===== src/rtl/uart8_rx_buffer.sv =====
// ============================================================================
//  Module   : uart8_rx_buffer
//  Purpose  : Byte FIFO behind a UART receiver. It detects the rising edges of
//             rx_done and rx_err, stores bytes first-word fall-through, and
//             keeps a sticky overflow flag and a saturating error count.
//  Revision : 1.0  initial release
// ============================================================================
`timescale 1ns/1ps
`default_nettype none

module uart8_rx_buffer #(
    parameter int DEPTH  = 16,
    parameter int ADDR_W = 4
) (
    input  logic              clk,
    input  logic              rst,
    input  logic              rx_done,
    input  logic              rx_err,
    input  logic [7:0]        rx_data,
    input  logic              m_ready,
    input  logic              clr_status,
    output logic              m_valid,
    output logic [7:0]        m_data,
    output logic [ADDR_W:0]   count,
    output logic              full,
    output logic              overflow,
    output logic [7:0]        err_count
);

    localparam logic [ADDR_W:0] c_FULL_COUNT = (ADDR_W+1)'(DEPTH);
    localparam logic [ADDR_W:0] c_CNT_ONE    = (ADDR_W+1)'(1);
    localparam logic [ADDR_W-1:0] c_PTR_ONE  = ADDR_W'(1);
    localparam logic [7:0]      c_ERR_MAX    = 8'hFF;

    logic [7:0]        r_mem [DEPTH];
    logic [ADDR_W-1:0] r_wr_ptr;
    logic [ADDR_W-1:0] r_rd_ptr;
    logic [ADDR_W:0]   r_count;
    logic              r_done_q;
    logic              r_err_q;
    logic              r_overflow;
    logic [7:0]        r_err_count;

    logic w_push_req;
    logic w_err_evt;
    logic w_full;
    logic w_empty;
    logic w_pop;
    logic w_push;
    logic w_drop;

    assign w_push_req = rx_done & ~r_done_q;
    assign w_err_evt  = rx_err & ~r_err_q;
    assign w_full     = (r_count == c_FULL_COUNT);
    assign w_empty    = (r_count == '0);
    assign w_pop      = ~w_empty & m_ready;
    // A pop in the same cycle frees the slot, so a push into a full FIFO is kept.
    assign w_push     = w_push_req & (~w_full | w_pop);
    assign w_drop     = w_push_req & w_full & ~w_pop;

    // Edge-detect registers; reset high so levels already present at release are ignored.
    always_ff @(posedge clk) begin
        if (rst) begin
            r_done_q <= 1'b1;
            r_err_q  <= 1'b1;
        end else begin
            r_done_q <= rx_done;
            r_err_q  <= rx_err;
        end
    end

    always_ff @(posedge clk) begin
        if (w_push && !rst) begin
            r_mem[r_wr_ptr] <= rx_data;
        end
    end

    always_ff @(posedge clk) begin
        if (rst) begin
            r_wr_ptr <= '0;
            r_rd_ptr <= '0;
            r_count  <= '0;
        end else begin
            if (w_push) begin
                r_wr_ptr <= r_wr_ptr + c_PTR_ONE;
            end
            if (w_pop) begin
                r_rd_ptr <= r_rd_ptr + c_PTR_ONE;
            end
            case ({w_push, w_pop})
                2'b10:   r_count <= r_count + c_CNT_ONE;
                2'b01:   r_count <= r_count - c_CNT_ONE;
                default: r_count <= r_count;
            endcase
        end
    end

    // clr_status wins over a same-cycle drop or error event.
    always_ff @(posedge clk) begin
        if (rst) begin
            r_overflow  <= 1'b0;
            r_err_count <= '0;
        end else if (clr_status) begin
            r_overflow  <= 1'b0;
            r_err_count <= '0;
        end else begin
            if (w_drop) begin
                r_overflow <= 1'b1;
            end
            if (w_err_evt && (r_err_count != c_ERR_MAX)) begin
                r_err_count <= r_err_count + 8'd1;
            end
        end
    end

    assign m_valid   = ~w_empty;
    assign m_data    = r_mem[r_rd_ptr];
    assign count     = r_count;
    assign full      = w_full;
    assign overflow  = r_overflow;
    assign err_count = r_err_count;

endmodule

`default_nettype wire


===== config.mk =====
export PLATFORM = sky130hd
export DESIGN_NAME = uart8_rx_buffer
export DESIGN_NICKNAME = d
export VERILOG_FILES = /design/src/rtl/uart8_rx_buffer.sv
export SDC_FILE = /design/constraint.sdc
export NUM_CORES = 1
export LEC_CHECK = 0
export CAP_MARGIN = 5
export CELL_PAD_IN_SITES_DETAIL_PLACEMENT = 0
export CELL_PAD_IN_SITES_GLOBAL_PLACEMENT = 1
export CORE_UTILIZATION = 46
export DETAILED_ROUTE_END_ITERATION = 12
export PLACE_DENSITY = 0.86
export SLEW_MARGIN = 20
export SYNTH_ARGS = -nofsm -noshare
export SYNTH_HDL_FRONTEND = slang
export SYNTH_SLANG_ARGS = --single-unit

===== constraint.sdc =====
create_clock -name clk -period 2.57 [get_ports clk]
set_input_delay 0.257 -clock clk [delete_from_list [all_inputs] [get_ports clk]]
set_output_delay 0.257 -clock clk [all_outputs]
set_load 0.03 [all_outputs]

==> impl_metrics.yaml, run 1 <==
final_layout:
  multi_input_area_um2: 1820
  drive_above_1_share_pct: 28.1
  final_util_pct: 57.3
  final_nets: 446
  syn2layout_area_growth_pct: 20.9
  layout_commonest_cell: "edfxtp_1"
  final_cell_mix: "edfxtp_1 (128), mux4_2 (40), nor2_1 (34), clkdlybuf4s50_1 (29), buf_4 (28)"
  num-fill-cells: 1032
  num_antenna_cells: 0
  seqCellArea_um2: 4410
  fin_area_um2: 7640
timing:
  fin_crit_sh_pct: 97.2
  hold_viol: 0
  worstMarginPinSlew_ps: 1050
  skew_ps: 11.6
  maxSlewHeadroom_pct: 29.7
  finalSetupViolCount: 0
  grt_setup_unrepaired: "yes"
  fmax_mhz: 400
  min_period_ps: 2500
  final_max_slew_viol_count: 0
  setup_slack_ps: 72.0
place:
  routabilityCongestion: 0.769
  dp_hpwl_mm: 8.23
  place_ws_ps: 65.0
  dpl_cell_area_um2: 7080
  io_buffers: 37
die:
  start_util_pct: 47.4
  die_y_um: 119
  num_rows: 42
  die_area_um2: 14200
  fp.dieW_um: 119
  pin_count: 38
  coreArea_um2: 13300
critical_path:
  worstSetupStartpointType: "flip-flop"
  crit_type: "flip-flop to primary output"
  arrival_ps: 2240
  worstPathRequired_ps: 2310
  path_max_fanout: 18
  worstSetupEndpointType: "primary output"
synth:
  synth_enable_flop_cells: 128
  synth_top_family_by_area: "multiplexers"
  synth-simple-area-share_pct: 6.10
  ys_warn_count: 0
  yosys_most_used_dff: "edfxtp_1"
  synth_xor_xnor_area_share_pct: 1.11
  async_reset_ff_share_pct: 0
  muxShareOfSynthArea_pct: 15.2
  syn_inst: 353
  synth-compound-area-share_pct: 4.63
  netlist_area_um2: 6320
  ys_ff_latch: 156
  synthAdderAreaFrac_pct: 1.58
  syn_nets: 375
  synthDistinctLibCells: 51
  syn_area_per_cell_um2: 17.9
  ys_seq_area_share_pct: 69.7
pwr:
  cellPowerDensity_nw_per_um2: 903
  peakVddDrop_mv: 0.548
  cellLeakagePower_nw: 2.45
  total_power_w: 0.00690
grt:
  antenna_found_initial: 0
  overflow: 0
  grt_pass1_wl_mm: 20.5
  grt_max_degree: 33
  grt_pass1_vias: 3683
  grt_usage_pct: 20.1
clock_tree:
  cts_hold_buf: 0
  path_clk_slew_ps: 60
  cts_buffer_depth: 2
  clockRootBuffer: "clkbuf_16"
  cts_max_level: 4
  cts_buffers: 17
  cts_tree: "done"
  clock_sinks: 156
  clk-insertion-delay-late_ps: 420
run_status:
  outcome: "complete, no violations"
detailed_routing:
  avgViaCountPerCell: 5.70
  ant_nets: 0
  drt-total-wl_mm: 13.1
  post_drt_wl_per_cell_um: 21.4
  drc: 0
  dr.pass1.iters: 4
  first_iter_violations: 265
  num_vias: 3496
worst_hold_path:
  min_path_type: "primary input to flip-flop"
run:
  max-cap-violations: 0
## cell type report
class,count,share of cell area [%]
well taps,176,2.88
clock buffers,18,5.62
inverters,7,0.344
multi-input cells,174,23.9
repair buffers,68,7.94
clock inverters,14,1.69
flip-flops and latches,156,57.7
## routing by layer
| layer | share of wire, % | GRT usage (%) |
|---|---|---|
| met1 | 42 | 25.2 |
| met2 | 52 | 33.7 |
| met3 | 5.0 | 4.74 |
| met4 | 1.2 | 7.83 |
| met5 | 0 | 0 |
## cells in the mapped netlist (2+ instances only)
cell type / number / area share (%)
a211oi_1: 4 / 0.47
a21oi_1: 6 / 0.47
a311oi_1: 2 / 0.28
a31oi_1: 3 / 0.30
buf_1: 5 / 0.30
buf_2: 4 / 0.32
buf_6: 2 / 0.36
clkbuf_1: 5 / 0.30
dfxtp_1: 28 / 8.9
edfxtp_1: 128 / 61
ha_1: 8 / 1.6
inv_1: 6 / 0.36
mux2i_1: 4 / 0.63
mux4_2: 40 / 14
nand2_1: 8 / 0.47
nand2b_1: 2 / 0.20
nand3_1: 5 / 0.40
nor2_1: 34 / 2.0
nor2b_1: 3 / 0.30
nor3_1: 4 / 0.32
nor3b_1: 2 / 0.24
o211ai_1: 2 / 0.24
o21ai_0: 4 / 0.32
o21ai_1: 2 / 0.16
o31ai_1: 3 / 0.36
or2_2: 4 / 0.40
or3_1: 3 / 0.30
or4_1: 3 / 0.36
xnor2_1: 5 / 0.69
xor2_1: 3 / 0.42
## registers in the layout, indices dropped and copies added (netlist names), named ones only
| signal | flops |
|---|---|
| overflow | 1 |
| r_wr_ptr | 4 |
| r_mem | 128 |
| r_rd_ptr | 4 |
| count | 5 |
| err_count | 8 |
| r_done_q | 1 |
| r_err_q | 1 |
## metrics by stage
stage / TNS [ps] / cells / hold slack, ps
after floorplan: 0 / 353 / 356
after global routing: -13.1 / 613 / 440
after CTS: -77.9 / 611 / 410
after global placement: 0 / 578 / 490
after detailed placement: 0 / 578 / 459
final: 0 / 613 / 427
## report_power, final
part	internal (W)	switching [W]	total (W)
Clock	0.00141	0.000931	0.00234
Combinational	0.000798	0.000889	0.00169
Sequential	0.00280	0.0000724	0.00287
## cell families after synthesis
group	count (synthesis)
flops	156
compound gates	37
mux	46
simple gates	75
xor+xnor	8
fa+ha+maj	8
buf+inv	23
## worst max-delay path, cell delays in order, from the launching register on
cell and delay, ps:
dfxtp_4 370, buf_12 180, buf_4 140, mux4_2 480, mux4_2 460, buf_2 190
## timing repair
action | 4_1_cts | 5_1_grt
gates resized for setup | 32 | 13
setup buffers | 1 | 2
endpoints found under the hold margin | 0 | 0
setup endpoints to repair | 8 | 7
pin swaps | 0 | 0
## worst paths after layout
check                                from        end  slack, ps  cells after the start
worst min register to register   overflow   overflow        500                      2
worst max-delay path            flip-flop  m_data[6]         70                      5
worst max register to register   count[0]   count[4]        130                      8
worst min-delay path               rx_err    r_err_q        430                      2
Note: power is estimated with default switching activity, not from simulation.
==> run 2, diff against run 1 <==
MAX_ROUTING_LAYER = met4   (was unset)
==> impl_metrics.yaml, run 2 (synthesis results as in run 1) <==
critical_path:
  worstSetupEndpointType: "primary output"
  path_cells: "buf_12 -> buf_4 -> mux4_2 -> mux4_2 -> buf_2"
  worstPathRequired_ps: 2310
  crit_buf_inv: 3
  slowest_stage: "mux4_2"
  path_common_cell: "mux4_2"
  arrival_ps: 2240
  path_max_fanout: 18
  critical-path-max-stage-delay_ps: 480
  worstSetupStartpointType: "flip-flop"
  crit_type: "flip-flop to primary output"
  critical_path.top_delay_family: "multiplexers"
clock_tree:
  cts_tree: "done"
  clockRootBuffer: "clkbuf_16"
  cts_buffers: 17
  cts_hold_buf: 0
  clock_sinks: 156
  cts_max_level: 4
  path_clk_slew_ps: 60
  clk-insertion-delay-late_ps: 410
  cts_buffer_depth: 2
die:
  die_y_um: 119
  start_util_pct: 47.4
  num_rows: 42
  coreArea_um2: 13300
  die_area_um2: 14200
  pin_count: 38
  fp.dieW_um: 119
pwr:
  power_frac_seq_pct: 41.7
  cellPowerDensity_nw_per_um2: 902
  cellLeakagePower_nw: 2.45
  swShare_pct: 27.3
  combinationalPowerShare_pct: 24.5
  peakVddDrop_mv: 0.549
  p_clk_share_pct: 33.8
  p_int_w: 0.00501
  p_sw_w: 0.00188
  total_power_w: 0.00689
grt:
  grt_pass1_wl_mm: 20.5
  overflow: 0
  antenna_found_initial: 0
  grt_max_degree: 33
  grt_usage_pct: 20.7
  grt_pass1_vias: 3690
final_layout:
  layout_commonest_cell: "edfxtp_1"
  drive_above_1_share_pct: 28.1
  seqCellArea_um2: 4410
  regMostFlops: "r_mem"
  multi_input_area_um2: 1820
  num_antenna_cells: 0
  fin_area_um2: 7640
  num-fill-cells: 1032
  syn2layout_area_growth_pct: 20.9
  final_cell_mix: "edfxtp_1 (128), mux4_2 (40), nor2_1 (34), clkdlybuf4s50_1 (29), buf_4 (28)"
  largest_reg_flops: 128
  final_nets: 446
  final_util_pct: 57.3
place:
  io_buffers: 37
  dp_hpwl_mm: 8.23
  place_ws_ps: 65.0
  routabilityCongestion: 0.779
  dpl_cell_area_um2: 7080
timing:
  fin_crit_sh_pct: 97.0
  skew_ps: 9.19
  hold_viol: 0
  fmax_mhz: 401
  min_period_ps: 2490
  final_max_slew_viol_count: 0
  fin_setup_tns_ps: 0
  worstMarginPinSlew_ps: 990
  maxSlewHeadroom_pct: 33.7
  setup_slack_ps: 76.0
  grt_setup_unrepaired: "yes"
  finalSetupViolCount: 0
detailed_routing:
  ant_nets: 0
  dr.pass1.iters: 5
  avgViaCountPerCell: 5.65
  drt-total-wl_mm: 12.9
  num_vias: 3463
  drc: 0
  post_drt_wl_per_cell_um: 21.0
  first_iter_violations: 278
run_status:
  outcome: "complete, no violations"
worst_hold_path:
  min_path_type: "primary input to flip-flop"
run:
  max-cap-violations: 0
==> run 2: timing repair <==
item | CTS | global route
buffers inserted | 1 | 2
setup endpoints to repair | 8 | 7
gates resized for setup | 32 | 13
==> run 2: metal layers <==
layer | global-route usage, % | routed length [µm]
met1 | 25.3 | 5280
met5 | - | 0
met3 | 4.31 | 788
met2 | 33.7 | 6670
met4 | 8.54 | 123
==> run 2: through the flow <==
stage               std cells  hold WS (ps)
floorplan                 353           356
global placement          578           490
detailed placement        578           459
CTS                       611           410
global route              613           439
finish                    613           436
==> run 2: layout make-up <==
class,count,share of cell area [%]
flip-flops and latches,156,57.7
multi-input cells,174,23.9
repair buffers,68,7.94
clock buffers,18,5.62
well taps,176,2.88
clock inverters,14,1.69
inverters,7,0.344
==> run 2: power by group through the flow <==
stage | Sequential (W) | Combinational (W) | Clock, W
floorplan | 0.00299 | 0.00110 | 0
global placement | 0.00292 | 0.00165 | 0
detailed placement | 0.00292 | 0.00170 | 0
CTS | 0.00287 | 0.00169 | 0.00239
global route | 0.00288 | 0.00181 | 0.00248
finish | 0.00287 | 0.00169 | 0.00233
==> run 2: final timing paths <==
kind | from | endpoint | slack, ps | depth (start not counted)
worst min-delay path | rx_err | r_err_q | 440 | 2
worst min register to register | overflow | overflow | 500 | 2
worst max register to register | count[0] | count[4] | 130 | 8
worst max-delay path | flip-flop | m_data[6] | 80 | 5
